===== src/rtl/load_store_buffer.sv =====
// In-order load/store queue in front of the cache data port: one request in flight at a time.
// Optional `LSB_STATS_EN adds completed load/store counters (loadCount/storeCount).
module load_store_buffer #(
  parameter int LSB_WIDTH = 4,
  parameter int LSB_SIZE  = 2 ** LSB_WIDTH,
  parameter int ROB_WIDTH = 4
) (
  input  logic                 clkIn,
  input  logic                 resetIn,
  input  logic                 clearIn,
  input  logic                 entryInValid,
  input  logic                 entryIsLoad,
  input  logic [2:0]           entryFunct3,
  input  logic [31:0]          entryAddr,
  input  logic [31:0]          entryData,
  input  logic [ROB_WIDTH-1:0] entryRobIndex,
  input  logic                 commitStoreIn,
  input  logic [ROB_WIDTH-1:0] robHeadIndex,
  output logic                 full,
  output logic [1:0]           accessType,
  output logic                 readWriteOut,
  output logic [31:0]          dataAddrOut,
  output logic [31:0]          dataOut,
  input  logic                 dataInValid,
  input  logic [31:0]          dataIn,
  input  logic                 dataWriteSuc,
  output logic                 resultValid,
  output logic [31:0]          resultData,
  output logic [ROB_WIDTH-1:0] resultRobIndex
`ifdef LSB_STATS_EN
  ,
  output logic [31:0]          loadCount,
  output logic [31:0]          storeCount
`endif
);

  typedef logic [LSB_WIDTH-1:0] ptr_t;
  typedef logic [LSB_WIDTH:0]   cnt_t;
  typedef enum logic [1:0] {StIdle, StWaitLoad, StWaitStore} state_e;

  logic                 mem_is_load_q [LSB_SIZE];
  logic [2:0]           mem_funct3_q  [LSB_SIZE];
  logic [31:0]          mem_addr_q    [LSB_SIZE];
  logic [31:0]          mem_data_q    [LSB_SIZE];
  logic [ROB_WIDTH-1:0] mem_rob_q     [LSB_SIZE];

  ptr_t   head_q, head_d, tail_q, tail_d;
  cnt_t   count_q, count_d, committed_q, committed_d;
  state_e state_q;

  logic [1:0]           access_type_q;
  logic                 read_write_q;
  logic [31:0]          addr_q, wdata_q;
  logic                 result_valid_q;
  logic [31:0]          result_data_q;
  logic [ROB_WIDTH-1:0] result_rob_q;

  logic                 head_is_load, head_is_io, issuable, issue;
  logic                 load_done, store_done, deq, enq;
  logic [2:0]           head_f3;
  logic [31:0]          head_addr, head_data, ext_data;
  logic [ROB_WIDTH-1:0] head_rob;
  logic [1:0]           head_access;

  assign full           = (count_q == cnt_t'(LSB_SIZE));
  assign accessType     = access_type_q;
  assign readWriteOut   = read_write_q;
  assign dataAddrOut    = addr_q;
  assign dataOut        = wdata_q;
  assign resultValid    = result_valid_q;
  assign resultData     = result_data_q;
  assign resultRobIndex = result_rob_q;

  always_comb begin
    head_is_load = mem_is_load_q[head_q];
    head_f3      = mem_funct3_q[head_q];
    head_addr    = mem_addr_q[head_q];
    head_data    = mem_data_q[head_q];
    head_rob     = mem_rob_q[head_q];
    head_is_io   = (head_addr[17:16] == 2'b11);

    // A store at the head is necessarily the oldest committed one when committed_q != 0.
    issuable = (count_q != '0) &&
               (head_is_load ? (!head_is_io || (robHeadIndex == head_rob)) : (committed_q != '0));
    issue      = (state_q == StIdle) && issuable && !(clearIn && head_is_load);
    load_done  = (state_q == StWaitLoad) && dataInValid && !clearIn;
    store_done = (state_q == StWaitStore) && dataWriteSuc;
    deq        = load_done || store_done;
    enq        = entryInValid && !full && !clearIn;

    unique case (head_f3[1:0])
      2'b00:   head_access = 2'b01;
      2'b01:   head_access = 2'b10;
      default: head_access = 2'b11;
    endcase

    case (head_f3)
      3'b000:  ext_data = {{24{dataIn[7]}}, dataIn[7:0]};
      3'b001:  ext_data = {{16{dataIn[15]}}, dataIn[15:0]};
      3'b100:  ext_data = {24'b0, dataIn[7:0]};
      3'b101:  ext_data = {16'b0, dataIn[15:0]};
      default: ext_data = dataIn;
    endcase

    committed_d = committed_q;
    if (commitStoreIn) committed_d = committed_d + cnt_t'(1);
    if (store_done)    committed_d = committed_d - cnt_t'(1);

    head_d = deq ? head_q + ptr_t'(1) : head_q;

    if (clearIn) begin
      // Flush keeps only the committed-store prefix starting at the (possibly advanced) head.
      count_d = committed_d;
      tail_d  = head_d + ptr_t'(committed_d);
    end else begin
      count_d = count_q;
      tail_d  = tail_q;
      if (enq) begin
        count_d = count_d + cnt_t'(1);
        tail_d  = tail_q + ptr_t'(1);
      end
      if (deq) count_d = count_d - cnt_t'(1);
    end
  end

  always_ff @(posedge clkIn) begin
    if (enq) begin
      mem_is_load_q[tail_q] <= entryIsLoad;
      mem_funct3_q[tail_q]  <= entryFunct3;
      mem_addr_q[tail_q]    <= entryAddr;
      mem_data_q[tail_q]    <= entryData;
      mem_rob_q[tail_q]     <= entryRobIndex;
    end
  end

  always_ff @(posedge clkIn) begin
    if (resetIn) begin
      head_q         <= '0;
      tail_q         <= '0;
      count_q        <= '0;
      committed_q    <= '0;
      state_q        <= StIdle;
      access_type_q  <= 2'b00;
      read_write_q   <= 1'b1;
      addr_q         <= '0;
      wdata_q        <= '0;
      result_valid_q <= 1'b0;
      result_data_q  <= '0;
      result_rob_q   <= '0;
    end else begin
      head_q         <= head_d;
      tail_q         <= tail_d;
      count_q        <= count_d;
      committed_q    <= committed_d;
      access_type_q  <= 2'b00;
      result_valid_q <= 1'b0;
      unique case (state_q)
        StIdle: begin
          if (issue) begin
            access_type_q <= head_access;
            read_write_q  <= head_is_load;
            addr_q        <= head_addr;
            wdata_q       <= head_data;
            state_q       <= head_is_load ? StWaitLoad : StWaitStore;
          end
        end
        StWaitLoad: begin
          if (load_done) begin
            result_valid_q <= 1'b1;
            result_data_q  <= ext_data;
            result_rob_q   <= head_rob;
          end
          if (clearIn || dataInValid) state_q <= StIdle;
        end
        StWaitStore: begin
          if (dataWriteSuc) state_q <= StIdle;
        end
        default: state_q <= StIdle;
      endcase
    end
  end

`ifdef LSB_STATS_EN
  logic [31:0] load_count_q, store_count_q;

  always_ff @(posedge clkIn) begin
    if (resetIn) begin
      load_count_q  <= '0;
      store_count_q <= '0;
    end else begin
      if (load_done)  load_count_q  <= load_count_q + 32'd1;
      if (store_done) store_count_q <= store_count_q + 32'd1;
    end
  end

  assign loadCount  = load_count_q;
  assign storeCount = store_count_q;
`endif

endmodule


===== config.mk =====
export PLATFORM = sky130hd
export DESIGN_NAME = load_store_buffer
export DESIGN_NICKNAME = d
export VERILOG_FILES = /design/src/rtl/load_store_buffer.sv
export SDC_FILE = /design/constraint.sdc
export NUM_CORES = 1
export LEC_CHECK = 0
export ABC_CLOCK_PERIOD_IN_PS = 9100
export BUFFER_PORTS_ARGS = -buffer_cell sky130_fd_sc_hd__buf_2
export CAP_MARGIN = 20
export CORE_MARGIN = 2
export CORE_UTILIZATION = 50
export DETAILED_ROUTE_END_ITERATION = 8
export PLACE_DENSITY_LB_ADDON = 0.08
export SLEW_MARGIN = 5
export SYNTH_ARGS = -nofsm -noshare
export SYNTH_HDL_FRONTEND = slang
export SYNTH_SLANG_ARGS = --single-unit

===== constraint.sdc =====
create_clock -name clkIn -period 9.1 [get_ports clkIn]
set_clock_uncertainty 0.1 [all_clocks]
set_input_delay 0.91 -clock clkIn [delete_from_list [all_inputs] [get_ports clkIn]]
set_output_delay 0.91 -clock clkIn [all_outputs]
set_load 0.005 [all_outputs]

==> impl_metrics.env, run 1 <==
export IMPL_vdd_ir_drop_worst_v=0.000167
export IMPL_r2r_end="dataOut[18]"
export IMPL_slowest_delay_ns=0.93
export IMPL_drive_above_1_share_pct=28.3
export IMPL_met2_wirelength_um=58300
export IMPL_syn_avg_cell_area_sq_um=20.5
export IMPL_drtAntennaViolNets=0
export IMPL_r2r_setup_slack_ns=4.38
export IMPL_crit_path_max_fanout=132
export IMPL_cts_resized=0
export IMPL_final_max_slew_viol_count=0
export IMPL_insertion_delay_ns=0.73
export IMPL_syn_area_sq_um=48700
export IMPL_dp_slack_ns=4.24
export IMPL_finalHoldViolations=0
export IMPL_fp_dieH_um=316
export IMPL_cp_cell_sequence="buf_12, mux4_2, mux2i_1, mux2_2, o21ai_1, o31a_2, buf_4, nor2_2, buf_4, a311oi_1"
export IMPL_timing_final_ws_setup_ns=4.38
export IMPL_yosysUniqueCellTypes=56
export IMPL_power_density_nw_per_um2=225
export IMPL_synth_largest_area_cell="edfxtp_1"
export IMPL_cts_buffer_depth=3
export IMPL_ys_async_sr_fraction_pct=0
export IMPL_fmax_ghz=0.212
export IMPL_dr_pass1_iters=6
export IMPL_path_clk_slew_ns=0.06
export IMPL_slew_headroom_pct=22.6
export IMPL_synth_warning_count=0
export IMPL_worst_slew_pin_slew_ns=1.16
export IMPL_postLayoutCoreUtil_pct=57.5
export IMPL_highest_layer="met5"
export IMPL_syn_inst=2374
export IMPL_htree_levels=4
export IMPL_startpoint="head_q[2]"
export IMPL_timing_final_crit_share_pct=51.9
export IMPL_grt_usage_pct=23.8
export IMPL_dp_hpwl_um=63200
export IMPL_critPathLaunchType="flip-flop"
export IMPL_drc_errors=0
export IMPL_numCtsBuffers=134
export IMPL_ctsHoldBuffers=0
export IMPL_critPathCaptureType="flip-flop"
export IMPL_total_power_uw=12500
export IMPL_overflow=0
export IMPL_outcome="complete, no violations"
export IMPL_setup_violations=0
export IMPL_holdCritPathClass="in2reg"
export IMPL_via_per_inst=6.06
export IMPL_timing_setup_critical_path_class="reg2reg"
export IMPL_die_x_um=316
export IMPL_grt_antenna_before_repair=15
export IMPL_synthTopCellsByArea="edfxtp_1, mux4_2, dfxtp_1, mux2i_1, a21oi_1"
export IMPL_arrival_ns=5.24
export IMPL_ys_seq_elements=1276
export IMPL_cts_tree="done"
export IMPL_p_leak_uw=0.0174
export IMPL_syn_num_nets=2504
export IMPL_fin_crit_ns=4.72
export IMPL_hold_path_cell_count=3
export IMPL_synth_enable_flop_cells=1152
export IMPL_cts_root_buf="clkbuf_16"
export IMPL_cts_sinks=1276
export IMPL_cap_viol_max_count=0
export IMPL_ys_flop_type="edfxtp_1"
export IMPL_dp_cells=3772
export IMPL_met3_wirelength_um=6370
export IMPL_num_vias=24358
export IMPL_m1WireLength_um=49300
export IMPL_coreArea_sq_um=96600
export IMPL_synth_top_area_share_pct=71.0
export IMPL_cp_common_cell="buf_4"
export IMPL_io_buffer_count=219
export IMPL_hold_end="resultData[1]"
export IMPL_grt_pass1_vias=25002
export IMPL_wl_per_cell_um=29.1
export IMPL_cp_slowest_cell="dfxtp_4"
export IMPL_worst_r2r_path_depth=10
export IMPL_rsz0062_at_grt="false"
export IMPL_final_cells=4022
export IMPL_cp_required_ns=9.62
export IMPL_ios=220
export IMPL_num_rows=114
export IMPL_start_util_pct=50.4
export IMPL_gp_congestion=0.782
export IMPL_nNetsFinal=2762
export IMPL_r2r_start="head_q[2]"
export IMPL_grt_pass1_wl_um=170000
export IMPL_drt_iter0_drc=2324
export IMPL_area_growth_pct=14.0
export IMPL_ys_seq_area_share_pct=76.1
export IMPL_dieArea_sq_um=99900
export IMPL_cts_setup_buffers=0
export IMPL_hp_start="dataIn[1]"
export IMPL_drt_wl_total_um=117000
export IMPL_grt_max_degree=133
export IMPL_tns_ns=0
sequential cells by signal (all words and copies together), names as in the netlist, 4 cells and up:
name	flops
mem_funct3_q	48
head_q	4
mem_is_load_q	16
resultData	32
dataAddrOut	32
mem_addr_q	512
count_q	5
dataOut	32
resultRobIndex	4
mem_data_q	512
tail_q	4
committed_q	5
mem_rob_q	64
worst max-delay path, delay by kind of cell, from the launching register on:
family | cells | cell delay, ns
buf+inv | 3 | 1.50
simple gates | 1 | 0.04
compound gates | 3 | 0.79
mux | 3 | 1.19
flops | 1 | 0.93
cell families after synthesis:
group | after synthesis | share of synthesized area, %
adder cells (fa/ha/maj) | 15 | 0.401
AND/OR/NAND/NOR | 227 | 2.21
XOR/XNOR | 26 | 0.496
AO/OA/AOI/OAI | 275 | 3.69
flip-flops | 1276 | 76.1
buffers and inverters | 156 | 1.44
multiplexers | 399 | 15.6
area by class of cell:
class | instances | area (sq um)
well taps | 1276 | 1600
diodes | 7 | 17.5
inverters | 12 | 47.5
clock buffers | 200 | 3860
multi-input cells | 942 | 11100
clock inverters | 43 | 339
repair buffers | 266 | 1510
flip-flops and latches | 1276 | 37100
fillers | 7169 | 41000
power by group:
part / total, uW / internal, uW / switching [uW]
Sequential: 6560 / 6490 / 65.1
Clock: 5210 / 3030 / 2180
Combinational: 733 / 282 / 452
Total: 12500 / 9800 / 2700
through the flow:
step | hold WS, ns | area, sq um
after floorplan | 0.353 | 48700
after global placement | 0.340 | 51300
after detailed placement | 0.348 | 51300
after CTS | 0.274 | 55500
after global routing | 0.320 | 55500
final | 0.321 | 55500
synthesized netlist by cell type (all sizes together), types with 13 or more instances:
library cell  count
edfxtp         1152
mux4            289
dfxtp           124
mux2i           104
a21oi            83
clkbuf           78
buf              66
nand2            66
o21ai            64
nor2             61
nand3            46
a221oi           40
a211oi           32
a22oi            20
a311oi           20
ha               14
nor2b            13
xnor2            13
layer usage:
metal,vias up,track usage [%]
met1,13005,32.8
met2,776,39.2
met4,10,7.74
met5,-,0
met3,192,3.81
li1,10375,-
how the worst max path moves through the flow:
stage	endpoint	slack (ns)
CTS	dataOut[18]	4.23
global route	dataOut[24]	4.12
detailed placement	dataOut[18]	4.24
global placement	dataOut[28]	4.36
floorplan	mem_addr_q[1][0]	1.48
finish	dataOut[18]	4.38
cells in the final DEF (no fill, tap or decap), types with 20 or more instances in the layout:
| master | count |
|---|---|
| dfxtp_1 | 120 |
| nand2_1 | 65 |
| buf_2 | 218 |
| a311oi_1 | 20 |
| a221oi_1 | 40 |
| a21oi_1 | 82 |
| clkbuf_1 | 48 |
| mux4_2 | 289 |
| clkbuf_16 | 141 |
| nor2_1 | 48 |
| mux2i_1 | 104 |
| a22oi_1 | 20 |
| a211oi_1 | 32 |
| edfxtp_1 | 1152 |
| o21ai_0 | 49 |
| nand3_1 | 46 |
| buf_4 | 44 |
Power figures use the tool's default switching activity.
==> inputs of run 2 (changes only) <==
- ABC_CLOCK_PERIOD_IN_PS: 9100 -> 4200
- clock period: 9.1 -> 4.2 ns (I/O delays scaled with it)
==> run 2 against run 1 <==
  * Global-route usage increased by 0.15 points
  * Worst setup slack worse by 3.9 ns
  * Wire length increased by 1.2%
  * Non-clock buffer count increased by 138
  * Combinational power grew 130%
  * Final cell count is 3.4% higher
  * Sequential share of layout area shrank 2.1 points
  * Critical endpoint is now dataOut[14]
  * Largest power group unchanged
==> impl_metrics.env, run 2 (synthesis results as in run 1) <==
export IMPL_grt_usage_pct=23.9
export IMPL_holdCritPathClass="in2reg"
export IMPL_cts_sinks=1276
export IMPL_total_power_uw=27600
export IMPL_critPathCaptureType="flip-flop"
export IMPL_cts_root_buf="clkbuf_16"
export IMPL_critPathLaunchType="flip-flop"
export IMPL_final_common_cell="edfxtp_1"
export IMPL_setup_violations=0
export IMPL_num_vias=25095
export IMPL_die_x_um=316
export IMPL_timing_final_crit_share_pct=89.5
export IMPL_finalHoldViolations=0
export IMPL_cap_viol_max_count=0
export IMPL_wl_per_cell_um=28.5
export IMPL_power_density_nw_per_um2=481
export IMPL_path_clk_slew_ns=0.06
export IMPL_cts_buffer_depth=3
export IMPL_num_rows=114
export IMPL_worst_slew_pin_slew_ns=1.03
export IMPL_nNetsFinal=2900
export IMPL_vdd_ir_drop_worst_v=0.000295
export IMPL_numCtsBuffers=134
export IMPL_mostFrequentLayoutCells="edfxtp_1, mux4_2, buf_2"
export IMPL_dieArea_sq_um=99900
export IMPL_grt_pass1_wl_um=172000
export IMPL_p_leak_uw=0.0182
export IMPL_clockPowerShare_pct=42.3
export IMPL_timing_setup_critical_path_class="reg2reg"
export IMPL_rsz0062_at_grt="false"
export IMPL_final_cells=4159
export IMPL_drtAntennaViolNets=0
export IMPL_via_per_inst=6.03
export IMPL_cts_setup_buffers=0
export IMPL_drt_wl_total_um=118000
export IMPL_cts_tree="done"
export IMPL_htree_levels=4
export IMPL_insertion_delay_ns=0.73
export IMPL_p_seq_share_pct=51.5
export IMPL_fin_crit_ns=3.76
export IMPL_final_max_slew_viol_count=0
export IMPL_grt_antenna_before_repair=9
export IMPL_io_buffer_count=219
export IMPL_cts_resized=0
export IMPL_grt_pass1_vias=25895
export IMPL_netSwitchingPower_uw=5900
export IMPL_ios=220
export IMPL_grt_max_degree=76
export IMPL_tns_ns=0
export IMPL_cp_required_ns=4.71
export IMPL_largest_registers="mem_addr_q x512, mem_data_q x512, mem_rob_q x64"
export IMPL_dp_cells=3803
export IMPL_dp_hpwl_um=62700
export IMPL_drive_above_1_share_pct=28.5
export IMPL_drc_errors=0
export IMPL_slew_headroom_pct=31.6
export IMPL_crit_path_max_fanout=22
export IMPL_gp_congestion=0.825
export IMPL_p_comb_share_pct=6.2
export IMPL_overflow=0
export IMPL_switching_share_pct=21.4
export IMPL_area_growth_pct=17.8
export IMPL_fmax_ghz=0.266
export IMPL_drt_iter0_drc=2496
export IMPL_coreArea_sq_um=96600
export IMPL_outcome="complete, no violations"
export IMPL_intPower_uw=21700
export IMPL_arrival_ns=4.27
export IMPL_dr_pass1_iters=5
export IMPL_start_util_pct=50.4
export IMPL_fp_dieH_um=316
## run 2: power groups by stage
| stage | Sequential (uW) | Clock [uW] | Combinational, uW |
|---|---|---|---|
| floorplan | 14400 | 0 | 929 |
| global placement | 14500 | 0 | 1610 |
| detailed placement | 14500 | 0 | 1650 |
| CTS | 14200 | 11900 | 1740 |
| global route | 14200 | 12300 | 1860 |
| finish | 14200 | 11700 | 1720 |
## run 2: per-stage QoR
step / area, sq um / hold slack (ns) / worst slack [ns] / utilization (%)
after floorplan: 48700 / 0.353 / -1.13 / -
after global placement: 51900 / 0.340 / 0.510 / 53.7
after detailed placement: 51900 / 0.352 / 0.369 / 53.7
after CTS: 57300 / 0.0671 / 0.328 / 59.4
after global routing: 57400 / 0.107 / 0.0865 / 59.4
final: 57400 / 0.108 / 0.440 / 59.4
## run 2: per-layer routing
metal	GRT usage, %	wire length (um)	part of all wire [%]	vias to the layer above
met5	0	67	0.057	-
met4	7.06	2710	2.3	12
li1	-	-	-	10673
met1	32.9	49000	41	13340
met3	4.47	7990	6.7	185
met2	39.4	58700	50	885
## run 2: worst paths after layout
| check | to | from | slack (ns) | cells past startpoint |
|---|---|---|---|---|
| hold reg to reg | resultRobIndex[0] | resultRobIndex[0] | 0.36 | 2 |
| hold / removal | count_q[0] | clearIn | 0.11 | 2 |
| setup / recovery | dataOut[14] | head_q[0] | 0.44 | 8 |
| setup reg to reg | dataOut[14] | head_q[0] | 0.44 | 8 |
## run 2: cell type report
| class | instances | area (sq um) |
|---|---|---|
| Multi-Input combinational cell | 942 | 11100 |
| Tap cell | 1276 | 1600 |
| Fill cell | 6954 | 39200 |
| Sequential cell | 1276 | 37100 |
| Antenna cell | 2 | 5.00 |
| Clock buffer | 188 | 3810 |
| Timing Repair Buffer | 404 | 3150 |
| Clock inverter | 59 | 568 |
| Inverter | 12 | 47.5 |
## run 2: repair_timing
item / in CTS / in global routing
endpoints found under the hold margin: 1186 / 0
endpoints found under the setup margin: 0 / 0
hold buffers: 106 / 0
## run 2: critical path, stage by stage (launching register included)
cell and delay [ns]:
dfxtp_4 0.56, mux4_2 0.56, mux4_2 0.53, xnor2_1 0.17
o21ai_1 0.16, o31ai_4 0.84, buf_12 0.29, a21oi_1 0.09
a311oi_1 0.30
